### config.mk
export PLATFORM = sky130hd
export DESIGN_NAME = axis_s2mm_bytewriter
export DESIGN_NICKNAME = d
export VERILOG_FILES = /design/src/rtl/axis_dma_pkg.sv /design/src/rtl/axis_s2mm_bytewriter.sv
export SDC_FILE = /design/constraint.sdc
export NUM_CORES = 1
export LEC_CHECK = 0
export ABC_AREA = 1
export BUFFER_PORTS_ARGS = -buffer_cell sky130_fd_sc_hd__buf_2
export CAP_MARGIN = 25
export CORE_ASPECT_RATIO = 1.5
export CORE_UTILIZATION = 36
export DETAILED_ROUTE_END_ITERATION = 8
export HOLD_SLACK_MARGIN = 0.06
export REMOVE_ABC_BUFFERS = 1
export SLEW_MARGIN = 40
export SYNTH_ARGS = -nofsm -noshare
export SYNTH_HDL_FRONTEND = slang
export SYNTH_SLANG_ARGS = --single-unit
### constraint.sdc
create_clock -name clk -period 4.25 [get_ports clk]
set_clock_uncertainty 0.15 [all_clocks]
set_input_delay 0.2125 -clock clk [delete_from_list [all_inputs] [get_ports clk]]
set_output_delay 0.2125 -clock clk [all_outputs]
set_load 0.02 [all_outputs]
### src/rtl/axis_dma_pkg.sv
// Shared definitions for the DMA stream writer and the memory read-back checker.
//   ByteW    : width of one stream/memory byte lane.
//   BeatCntW : width of the beat counter port (holds COUNT up to 2^16).
//   dma_state_e : writer FSM states.
package axis_dma_pkg;

  localparam int unsigned ByteW    = 8;
  localparam int unsigned BeatCntW = 17;

  typedef enum logic [1:0] {
    StIdle,
    StRun,
    StDrain
  } dma_state_e;

endpackage

### src/rtl/axis_s2mm_bytewriter.sv
// Stream-to-memory byte writer.
// Accepts COUNT bytes from an 8-bit AXI-Stream and writes them to consecutive byte
// addresses starting at base_addr, then pulses done once the last write is accepted.
// Ports:
//   clk, rst            : clock, asynchronous active-high reset
//   start, base_addr    : launch a transfer (IDLE only), first write address
//   s_axis_*            : 8-bit input stream (tdata/tvalid/tready/tlast)
//   wr_en/addr/data     : registered memory write request, accepted on wr_en && wr_ready
//   busy, done          : transfer in progress, one-cycle completion pulse
//   err_early_last      : tlast seen before the final beat (sticky until next start)
//   err_no_last         : final beat arrived without tlast (sticky until next start)
//   beat_count          : beats accepted in the current/last transfer
module axis_s2mm_bytewriter
  import axis_dma_pkg::*;
#(
  parameter int unsigned COUNT  = 32,
  parameter int unsigned ADDR_W = 32
) (
  input  logic                clk,
  input  logic                rst,
  input  logic                start,
  input  logic [ADDR_W-1:0]   base_addr,
  input  logic [ByteW-1:0]    s_axis_tdata,
  input  logic                s_axis_tvalid,
  output logic                s_axis_tready,
  input  logic                s_axis_tlast,
  output logic                wr_en,
  output logic [ADDR_W-1:0]   wr_addr,
  output logic [ByteW-1:0]    wr_data,
  input  logic                wr_ready,
  output logic                busy,
  output logic                done,
  output logic                err_early_last,
  output logic                err_no_last,
  output logic [BeatCntW-1:0] beat_count
);

  localparam logic [BeatCntW-1:0] LastIdx = BeatCntW'(COUNT - 1);

  dma_state_e state_q, state_d;

  logic [ADDR_W-1:0]   base_q, base_d;
  logic [ADDR_W-1:0]   wr_addr_q, wr_addr_d;
  logic [ByteW-1:0]    wr_data_q, wr_data_d;
  logic                wr_en_q, wr_en_d;
  logic                done_q, done_d;
  logic                err_early_q, err_early_d;
  logic                err_no_q, err_no_d;
  logic [BeatCntW-1:0] beat_count_q, beat_count_d;

  logic beat_acc;
  logic wr_acc;

  assign wr_acc = wr_en_q && wr_ready;

  // The output register accepts a new byte when empty or emptying this cycle;
  // tready depends only on state and wr_ready, never on tvalid.
  assign s_axis_tready = (state_q == StRun) && (!wr_en_q || wr_ready);
  assign beat_acc      = s_axis_tvalid && s_axis_tready;

  always_comb begin
    state_d      = state_q;
    base_d       = base_q;
    wr_addr_d    = wr_addr_q;
    wr_data_d    = wr_data_q;
    wr_en_d      = wr_en_q;
    done_d       = 1'b0;
    err_early_d  = err_early_q;
    err_no_d     = err_no_q;
    beat_count_d = beat_count_q;

    if (wr_acc) begin
      wr_en_d = 1'b0;
    end

    // A new beat reloads the output register; addresses wrap modulo 2^ADDR_W.
    if (beat_acc) begin
      wr_en_d      = 1'b1;
      wr_addr_d    = base_q + ADDR_W'(beat_count_q);
      wr_data_d    = s_axis_tdata;
      beat_count_d = beat_count_q + 1'b1;
    end

    unique case (state_q)
      StIdle: begin
        // A start coinciding with the done pulse is dropped.
        if (start && !done_q) begin
          state_d      = StRun;
          base_d       = base_addr;
          beat_count_d = '0;
          err_early_d  = 1'b0;
          err_no_d     = 1'b0;
        end
      end
      StRun: begin
        if (beat_acc) begin
          if (beat_count_q == LastIdx) begin
            err_no_d = !s_axis_tlast;
            state_d  = StDrain;
          end else if (s_axis_tlast) begin
            err_early_d = 1'b1;
            state_d     = StDrain;
          end
        end
      end
      StDrain: begin
        if (!wr_en_q || wr_ready) begin
          done_d  = 1'b1;
          state_d = StIdle;
        end
      end
      default: state_d = StIdle;
    endcase
  end

  always_ff @(posedge clk or posedge rst) begin
    if (rst) begin
      state_q      <= StIdle;
      base_q       <= '0;
      wr_addr_q    <= '0;
      wr_data_q    <= '0;
      wr_en_q      <= 1'b0;
      done_q       <= 1'b0;
      err_early_q  <= 1'b0;
      err_no_q     <= 1'b0;
      beat_count_q <= '0;
    end else begin
      state_q      <= state_d;
      base_q       <= base_d;
      wr_addr_q    <= wr_addr_d;
      wr_data_q    <= wr_data_d;
      wr_en_q      <= wr_en_d;
      done_q       <= done_d;
      err_early_q  <= err_early_d;
      err_no_q     <= err_no_d;
      beat_count_q <= beat_count_d;
    end
  end

  assign wr_en          = wr_en_q;
  assign wr_addr        = wr_addr_q;
  assign wr_data        = wr_data_q;
  assign busy           = (state_q != StIdle);
  assign done           = done_q;
  assign err_early_last = err_early_q;
  assign err_no_last    = err_no_q;
  assign beat_count     = beat_count_q;

endmodule

# == Yosys cells after proc, flatten, opt, wreduce, memory -nomap -nowiden ==
# Index checks and enable logic that the tools add are counted.
# word_totals
input_bits,46
elab_cells,58
reg_bits,95
# op_classes
reduce_logical,16
muxes,21
n_eq_ne,10
add_sub_neg,2
# op_table
cell,n
$mux 17,3
$add 32x17->32,1
$add 17x1->17 const B,1
$eq 17x5->1 const B,1
$mux 1,10
$mux 2,5
$ne 2x2->1 const B,5
$reduce_and 4->1,2
$pmux 2 s3,1
$reduce_bool 2->1,3
$reduce_and 5->1,1
$logic_and 1x1->1,4
$pmux 1 s2,2
$logic_not 1->1,3
$ne 3x2->1 const B,1
$eq 2x1->1 const B,1
$eq 2x2->1 const B,1
$logic_not 2->1,1
$ne 2x1->1 const B,1
$reduce_and 2->1,1
$logic_or 1x1->1,1

# == Depth between registers and ports, before layout ==
# logic_depth
word_depth,7
depth_mapped,13
ltp_nobuf,13

# == Worst setup path after synthesis ==
# OpenSTA, ideal clock, no wires.
# synth_path
path_type,register to register
from,register beat_count_q[0] (netlist: beat_count[0])
to,register wr_addr_q[16] (netlist: wr_addr[16])
path_slack_ns,2.129
path_buffers,0
arrival_time_ns,1.854
stages_incl_launch_ff,13
setup_time_ns,0.117
cell_sequence,dfrtp_1 > ha_1 > fa_1 > nand2_1 > nand2_1 > and2_1 > nand2_1 > nand2_1 > nand2_1 > nand2_1 > xor2_1 > nand2_1 > nand2_1
# synth_via
elab_chain_len,1
# synth_lines
element,line_no,text
start: declaration,axis_s2mm_bytewriter.sv:49,"logic [BeatCntW-1:0] beat_count_q, beat_count_d;"
start signal: assignment,axis_s2mm_bytewriter.sv:136,beat_count_q <= beat_count_d;
$add 32x17->32,axis_s2mm_bytewriter.sv:79,wr_addr_d = base_q + ADDR_W'(beat_count_q);
end signal: assignment,axis_s2mm_bytewriter.sv:130,wr_addr_q <= wr_addr_d;
end: declaration,axis_s2mm_bytewriter.sv:43,"logic [ADDR_W-1:0] wr_addr_q, wr_addr_d;"
# Every way passes these cells.
# A chain may end at the register's enable or synchronous reset.

# == Worst setup path after layout ==
# layout_path
from,input port wr_ready
to,register wr_addr_q[17] (netlist: wr_addr[17])
# layout_via
elab_chain_len,3
# layout_lines
element,line_no,text
start: declaration,axis_s2mm_bytewriter.sv:30,"input logic wr_ready,"
$logic_or 1x1->1,axis_s2mm_bytewriter.sv:58,assign s_axis_tready = (state_q == StRun) && (!wr_en_q || wr_ready);
$logic_and 1x1->1,axis_s2mm_bytewriter.sv:58,
$logic_and 1x1->1,axis_s2mm_bytewriter.sv:59,assign beat_acc = s_axis_tvalid && s_axis_tready;
# Every way passes these cells.

==> qor.yml <==
min_period_over_period_pct: 63.75
vias: 5274
insertion_delay_ns: 0.35
met1_usage_pct: 23.53
syn_area_per_cell_sq_um: 6.945
yosys.cell_count.top_type: "nand2_1"
core-area_sq_um: 15070
use_met3_pct: 2.818
fin_nets: 1014
worstReg2RegEnd: "wr_addr[17]"
h-tree-depth: 3
place_inst: 1094
cts_setup_buffers: 0
dr.pass1.iters: 4
portBuffers: 108
vdd_drop_max_mv: 0.3031
fin_ws_ns: 1.540
cts.path.max_buffers: 2
grt_antenna_before_repair: 0
leakage_nw: 3.929
grt_max_degree: 55
hold_viol: 0
grt_setup_unrepaired: "false"
setup_viol: 0
max_cap_violations: 0
grt_pass1_vias: 5257
tns_ns: 0
met2_usage_pct: 38.98
worstSetupEndpointType: "flip-flop"
yosys-top-cells-count: "nand2_1 (346), inv_1 (101), dfrtp_1 (95), nor2_1 (52), nand3_1 (49)"
clk_pin_slew_ns: 0.07
cts_buffers: 9
antenna_cells: 0
utilization_pct: 46.56
min_period_ns: 2.710
fin_cells: 1153
synth_area_sq_um: 5549
cp_max_fo: 32
syn_inst: 799
switching_share_pct: 42.83
dp_slack_ns: 1.628
power_density_nw_per_um2: 557.1
seq_area_frac_synth_pct: 42.84
worstPathArrival_ns: 2.81
synth_cell_types: 30
hold_start: "start"
synth_area_leaders: "dfrtp_1 (43%), nand2_1 (23%), inv_1 (6.8%)"
fp-row-count: 55
routed_wl_um: 15240
grt_pass1_wl_um: 25210
switching_power_w: 0.001674
hold_depth: 4
tritoncts: "yes"
fp.dieH_um: 154.1
drive_gt1_share_pct: 14.99
avgRoutedWirePerCell_um: 13.22
root_buffer: "clkbuf_16"
drtIter0Drc: 233
hpwl_um: 11480
synth-seq-cells: 95
ys.flop_type: "dfrtp_1"
dieArea_sq_um: 15920
crit_type: "input port to flip-flop"
p_int_w: 0.002234
r2r_cells: 8
max_freq_ghz: 0.3691
syn_to_final_growth_pct: 26.45
status: "finished clean"
slew_violations: 0
die_w_um: 103.4
cts_sinks: 95
worstHoldPathType: "input port to flip-flop"
overflow: 0
io_pins: 109
yosys_warnings: 0
synth_top_area_cell: "dfrtp_1"
drc: 0
synth_edf_count: 0
gp_congestion: 0.8682
synthArstFlopShare_pct: 100.0
crit_required_ns: 4.35
worst_setup_path_start_kind: "input port"
vias_per_cell: 4.574
pwr-share-comb_pct: 41.8
initial_core_util_pct: 36.82
pwr-share-clk_pct: 19.8
ant_nets: 0
grt.busiest_layer: "met2"
grt_use_total_pct: 20.69
synth.top_cell.area_share_pct: 42.84
hold_end: "beat_count[16]"
r2r_start: "wr_en"
seqPwrFrac_pct: 38.5
r2r_slack_ns: 1.67
worst_pin_slew_ns: 0.6918
max_slew_margin_pct: 53.88
[power by group through the flow]
stage / logic [W] / clock network [W] / registers [W]
6_report: 0.00163 / 0.000773 / 0.00150
5_1_grt: 0.00186 / 0.000829 / 0.00156
4_1_cts: 0.00167 / 0.000795 / 0.00151
3_5_place_dp: 0.00163 / 0 / 0.00152
3_3_place_gp: 0.00162 / 0 / 0.00152
2_1_floorplan: 0.000876 / 0 / 0.00169
[how the worst max path moves through the flow]
stage / slack [ns] / startpoint / to
global route: 1.23 / wr_ready / err_no_last
CTS: 1.49 / wr_ready / wr_addr[17]
detailed placement: 1.63 / wr_en / wr_addr[17]
finish: 1.54 / wr_ready / wr_addr[17]
global placement: 1.67 / wr_en / wr_addr[24]
floorplan: 1.20 / wr_en / err_early_last
[per-stage QoR]
step	total power, W	hold slack [ns]	instance area (sq um)
floorplan	0.002568	0.1589	5472
global placement	0.003137	0.2241	6309
detailed placement	0.003149	0.2271	6309
CTS	0.003969	0.1286	7017
global route	0.004248	0.1629	7017
finish	0.003909	0.1409	7017
[what timing repair did]
action                    in CTS  in global routing
hold buffers                  43                  0
hold endpoints to repair      96                  0
resized for setup              0                  0
[routing by layer]
layer	vias to the layer above	wire length (um)	part of all wire [%]
li1	2770	-	-
met1	2409	6258	41
met2	80	8327	55
met3	15	424	2.8
met4	0	234	1.5
met5	-	0	0
[cell type report]
| class | instances | area, sq um |
|---|---|---|
| clock buffer | 12 | 246.5 |
| clock inverter | 4 | 31.28 |
| fill | 1601 | 8054 |
| inverter | 102 | 385.4 |
| multi-input combinational | 584 | 2711 |
| sequential | 95 | 2377 |
| tap | 199 | 249.0 |
| timing repair buffer | 157 | 1016 |
[kinds of logic after synthesis]
group | Yosys count | share of synthesized area, %
simple gates | 481 | 35.38
buf+inv | 120 | 8.297
flops | 95 | 42.84
compound gates | 65 | 6.066
xor+xnor | 19 | 2.999
fa+ha+maj | 19 | 4.419
[registers in the layout (all words and copies together), names as in the netlist]
name / flops
beat_count: 17
done: 1
wr_addr: 32
base_q: 32
err_early_last: 1
err_no_last: 1
state_q: 2
wr_en: 1
wr_data: 8
[cells in the final DEF (no fill, tap or decap), types with 2 or more instances in the layout]
cell type,n
buf_2,108
dfrtp_1,95
xor2_1,5
nand3b_1,4
a22oi_1,2
inv_1,99
nor4_1,2
o21ai_0,40
nand2_2,3
buf_4,6
nor2_1,52
nor2_2,3
dlygate4sd3_1,43
nand2_1,346
nor3_1,10
ha_1,18
nand4_1,4
or2_2,4
clkbuf_1,2
clkinvlp_4,3
clkbuf_16,9
a21oi_1,20
xnor2_1,14
nand3_1,49
[worst max-delay path, stage by stage]
cell           delay (ns)
dlygate4sd3_1        0.53
buf_2                0.13
nor2_1               0.20
nor2_2               0.07
nand2_2              0.48
clkinv_1             0.59
buf_4                0.40
nand3_1              0.12
nand2_1              0.05
Power figures use the tool's default switching activity.
